### src/rtl/serial_subtractor_pkg.sv
// Shared definitions for the bit-serial arithmetic blocks.
package serial_arith_pkg;

  typedef enum logic [1:0] {
    S_IDLE = 2'd0,
    S_RUN  = 2'd1,
    S_DONE = 2'd2
  } state_t;

  // Bit counter width able to hold values 0..w.
  function automatic int unsigned cnt_width(input int unsigned w);
    return $clog2(w + 1);
  endfunction

endpackage

### src/rtl/serial_subtractor_fs.sv
// One-bit full subtractor cell: d = ai - bi - bin, with borrow out.
module full_subtractor (
  input  logic ai,
  input  logic bi,
  input  logic bin,
  output logic d,
  output logic bout
);

  // Difference and borrow of a single bit position.
  always_comb begin
    d    = ai ^ bi ^ bin;
    bout = (~ai & bi) | (~ai & bin) | (bi & bin);
  end

endmodule

### src/rtl/serial_subtractor.sv
// Bit-serial subtractor: computes a - b LSB-first through one full-subtractor
// cell and a borrow flop, with a start/done handshake.
module serial_subtractor
  import serial_arith_pkg::*;
#(
  parameter int unsigned WIDTH = 8
) (
  input  logic             clk,
  input  logic             rst_n,
  input  logic             start,
  input  logic [WIDTH-1:0] a,
  input  logic [WIDTH-1:0] b,
  output logic             busy,
  output logic             done,
  output logic [WIDTH-1:0] diff,
  output logic             borrow,
  output logic             ovf
);

  localparam int unsigned CW = cnt_width(WIDTH);

  state_t           state;
  logic [WIDTH-1:0] a_sr;
  logic [WIDTH-1:0] b_sr;
  logic [WIDTH-1:0] res_sr;
  logic [WIDTH-1:0] next_res;
  logic [CW-1:0]    cnt;
  logic             brw;
  logic             a_msb;
  logic             b_msb;
  logic             d;
  logic             bout;

  full_subtractor u_cell (
    .ai   (a_sr[0]),
    .bi   (b_sr[0]),
    .bin  (brw),
    .d    (d),
    .bout (bout)
  );

  // Result register after this shift; written bitwise so WIDTH=1 needs no slice.
  always_comb begin
    next_res            = res_sr >> 1;
    next_res[WIDTH-1]   = d;
  end

  // Control FSM, datapath shift registers and registered outputs.
  always_ff @(posedge clk) begin
    if (!rst_n) begin
      state  <= S_IDLE;
      a_sr   <= '0;
      b_sr   <= '0;
      res_sr <= '0;
      cnt    <= '0;
      brw    <= 1'b0;
      a_msb  <= 1'b0;
      b_msb  <= 1'b0;
      busy   <= 1'b0;
      done   <= 1'b0;
      diff   <= '0;
      borrow <= 1'b0;
      ovf    <= 1'b0;
    end else begin
      case (state)
        S_RUN: begin
          res_sr <= next_res;
          a_sr   <= a_sr >> 1;
          b_sr   <= b_sr >> 1;
          brw    <= bout;
          cnt    <= cnt + 1'b1;
          if (cnt == CW'(WIDTH - 1)) begin
            state  <= S_DONE;
            done   <= 1'b1;
            diff   <= next_res;
            borrow <= bout;
            ovf    <= (a_msb != b_msb) && (next_res[WIDTH-1] != a_msb);
          end
        end
        S_DONE: begin
          done  <= 1'b0;
          busy  <= 1'b0;
          state <= S_IDLE;
        end
        // S_IDLE and the unused encoding 2'd3 both behave as idle.
        default: begin
          done <= 1'b0;
          busy <= 1'b0;
          if (start) begin
            a_sr  <= a;
            b_sr  <= b;
            brw   <= 1'b0;
            cnt   <= '0;
            a_msb <= a[WIDTH-1];
            b_msb <= b[WIDTH-1];
            busy  <= 1'b1;
            state <= S_RUN;
          end else begin
            state <= S_IDLE;
          end
        end
      endcase
    end
  end

endmodule

### config.mk
export PLATFORM = sky130hd
export DESIGN_NAME = serial_subtractor
export DESIGN_NICKNAME = d
export VERILOG_FILES = /design/src/rtl/serial_subtractor_pkg.sv /design/src/rtl/serial_subtractor_fs.sv /design/src/rtl/serial_subtractor.sv
export SDC_FILE = /design/constraint.sdc
export NUM_CORES = 1
export LEC_CHECK = 0
export CAP_MARGIN = 10
export CORE_ASPECT_RATIO = 0.5
export CORE_MARGIN = 5
export CORE_UTILIZATION = 25
export DETAILED_ROUTE_END_ITERATION = 10
export GPL_ROUTABILITY_DRIVEN = 0
export GPL_TIMING_DRIVEN = 0
export PLACE_DENSITY_LB_ADDON = 0.3
export SLEW_MARGIN = 20
export SYNTH_ARGS = -nofsm -noshare
export SYNTH_HDL_FRONTEND = slang
export SYNTH_SLANG_ARGS = --single-unit
export TNS_END_PERCENT = 20
### constraint.sdc
create_clock -name clk -period 1.55 [get_ports clk]
set_input_delay 0.2325 -clock clk [delete_from_list [all_inputs] [get_ports clk]]
set_output_delay 0.2325 -clock clk [all_outputs]
set_load 0.1 [all_outputs]
==> reports/metrics.yaml <==
status:
  status: "completed"
critical_path:
  path_max_fanout: 10
  r2r-end: "a_sr[6]"
  r2r-start: "state[0]"
  cp_slowest_stage_delay_ns: 0.34
  r2r_cells: 7
  endpoint_kind: "flop"
  endpoint: "a_sr[6]"
  cp.arrival_ns: 1.68
  path_depth: 7
  worstPathRequired_ns: 1.74
  critPathSlowestCell: "dfxtp_1"
  critical_path_class: "reg2reg"
  critPathBufInv: 3
  rrSetupSlack_ns: 0.06
  crit_chain: "inv_1 > ha_2 > o21ba_2 > buf_6 > buf_8 > nor2_1 > a211oi_1"
  path_delay_family: "compound AO/OA/AOI/OAI gates"
  crit_path_start: "state[0]"
  worst_setup_path_start_kind: "flop"
sta:
  max_slew_margin_pct: 62.6
  skew_ns: 0.00562
  hold_violations: 0
  tns_ns: 0
  min_period_ns: 1.49
  finalCritPeriodShare_pct: 96.3
  rsz0062_at_grt: "yes"
  setup_viol: 0
  slew_viol_final: 0
  hold_ws_ns: 0.333
  fmax_mhz: 670
  tightest_slew_ns: 0.560
global_route:
  grt_max_degree: 13
  grt_pass1_wl_mm: 6.91
  grt-ovfl-total: 0
  first_global_vias: 1425
  antenna_found_initial: 0
  gr-usage-all-layers_pct: 8.90
routing:
  routedWlPerCell_um: 12.8
  vias: 1522
  route.detailed.drc: 0
  wl_mm: 4.22
  viasPerCell: 4.61
  drt_first_pass_iters: 4
  drtIter0Drc: 84
  drtAntennaViolNets: 0
clock_network:
  root_buffer: "clkbuf_16"
  clk_path_buf_depth: 2
  htreeDepth: 2
  numCtsBuffers: 5
  cts_tree: "done"
  clock_sinks: 44
  insertion_delay_ns: 0.28
  clk_pin_slew_ns: 0.06
yosys:
  ys_types: 33
  synth_warnings: 0
  yosysMostFrequentCell: "dfxtp_1"
  synthArstFlopShare_pct: 0
  synth_area_leaders: "dfxtp_1, mux2i_1, a211oi_1"
  synthTopCellsByCount: "dfxtp_1, nor2_1, mux2i_1, nand2_1, a211oi_1"
  synth_edf_count: 0
  synth_top_area_share_pct: 47.6
  syn-cell-area_um2: 1850
  ys.flop_type: "dfxtp_1"
  yosys.area.top_type: "dfxtp_1"
  syn_inst: 198
  ys_ff_latch: 44
  synth_area_per_cell_um2: 9.34
  synthesis.nets: 221
  ys_seq_area_share_pct: 47.6
power:
  leakagePower_nw: 0.926
  power_frac_clock_pct: 38.8
  seqPwrFrac_pct: 48.3
  switching_power_w: 0.000586
  power.density_nw_per_um2: 1020
  internal-power_w: 0.00192
  swShare_pct: 23.4
  pwr-share-comb_pct: 12.9
  peakVddDrop_v: 0.000464
  power.total_w: 0.00251
layout:
  fin_nets: 257
  finish.utilization_pct: 33.9
  area_growth_pct: 33.2
  seq_area_um2: 882
  multiInputGateArea_um2: 905
  nFillCells: 777
  instances_no_fill: 330
  drive_gt1_share_pct: 16.7
  num_antenna_cells: 0
floorplan:
  io_pins: 31
  die_w_um: 132
  die_y_um: 70.8
  initial_core_util_pct: 25.4
  num_rows: 22
  fp.dieArea_um2: 9320
  core-area_um2: 7270
placement:
  dp_cells: 323
  dp_hpwl_mm: 3.02
  portBuffers: 29
job:
  cap_violations: 0
worst_hold_path:
  hold_path_class: "in2reg"
## cell type report
cell class	instances	area share (%)
plain buffers	13	4.07
clock buffers	6	5.23
clock inverters	1	0.203
inverters	6	0.915
multi-input cells	135	36.7
flip-flops and latches	44	35.8
well taps	96	4.88
repair buffers	29	12.1
## worst min path at each step
stage          startpoint  endpoint  slack [ns]  cells past startpoint
3_5_place_dp      diff[4]   diff[4]        0.45                      2
5_1_grt             start     a_msb        0.38                      3
2_1_floorplan       rst_n       ovf        0.37                      2
4_1_cts             start     b_msb        0.32                      3
6_report            start     b_msb        0.33                      3
3_3_place_gp      diff[1]   diff[1]        0.45                      2
## layer usage
layer | up-vias | wire [µm] | global-route usage [%]
li1 | 767 | - | -
met1 | 726 | 2060 | 11.9
met2 | 22 | 1980 | 14.5
met3 | 7 | 123 | 2.06
met4 | 0 | 53 | 2.74
met5 | - | 0 | 0
## cell families (layout without fill, tap and decap cells)
kind of cell | after synthesis | in the layout | synth area share [%]
AO/OA/AOI/OAI | 42 | 42 | 15.6
adder cells (fa/ha/maj) | 4 | 4 | 3.11
buffers and inverters | 19 | 55 | 5.62
flip-flops | 44 | 44 | 47.6
multiplexers | 22 | 22 | 11.9
AND/OR/NAND/NOR | 67 | 67 | 16.1
## flip-flops by register name, indices dropped and copies added (netlist names), 2 cells and up
name    flops
diff        8
res_sr      7
b_sr        8
a_sr        8
cnt         4
state       2
## worst register-to-register path: stages, from the launching register on
cell and delay, ns:
dfxtp_1 0.34, inv_1 0.06, ha_2 0.24, o21ba_2 0.26, buf_6 0.14, buf_8 0.14, nor2_1 0.05, a211oi_1 0.19
## power by group through the flow
stage / clock network [W] / logic (W) / registers (W)
floorplan: 0 / 0.000193 / 0.00124
global route: 0.00105 / 0.000356 / 0.00122
global placement: 0 / 0.000298 / 0.00123
detailed placement: 0 / 0.000302 / 0.00124
CTS: 0.00100 / 0.000306 / 0.00121
finish: 0.000973 / 0.000323 / 0.00121
## layout by cell type, fill, tap and decap left out, types with 4 or more instances in the layout
cell type        instances
a211oi_1                13
a21oi_1                 13
buf_6                    4
clkbuf_16                5
clkdlybuf4s15_2         11
clkdlybuf4s50_1         17
dfxtp_1                 43
inv_1                    5
mux2i_1                 22
nand2_1                 22
nand3_1                  4
nor2_1                  31
## metrics by stage
stage                     instance area, µm²  setup slack [ns]
after global routing                    2460           -0.0359
final                                   2460            0.0575
after global placement                  2260            -0.252
after floorplan                         1850             0.141
after detailed placement                2260            -0.277
after CTS                               2410            -0.118
## timing repair
| action | 4_1_cts | 5_1_grt |
|---|---|---|
| hold buffers | 0 | 0 |
| setup buffers | 0 | 0 |
| resized for setup | 37 | 16 |
| hold endpoints to repair | 0 | 0 |
| pin swaps | 0 | 0 |
| endpoints found under the setup margin | 24 | 39 |
(Power assumes the default switching activity.)
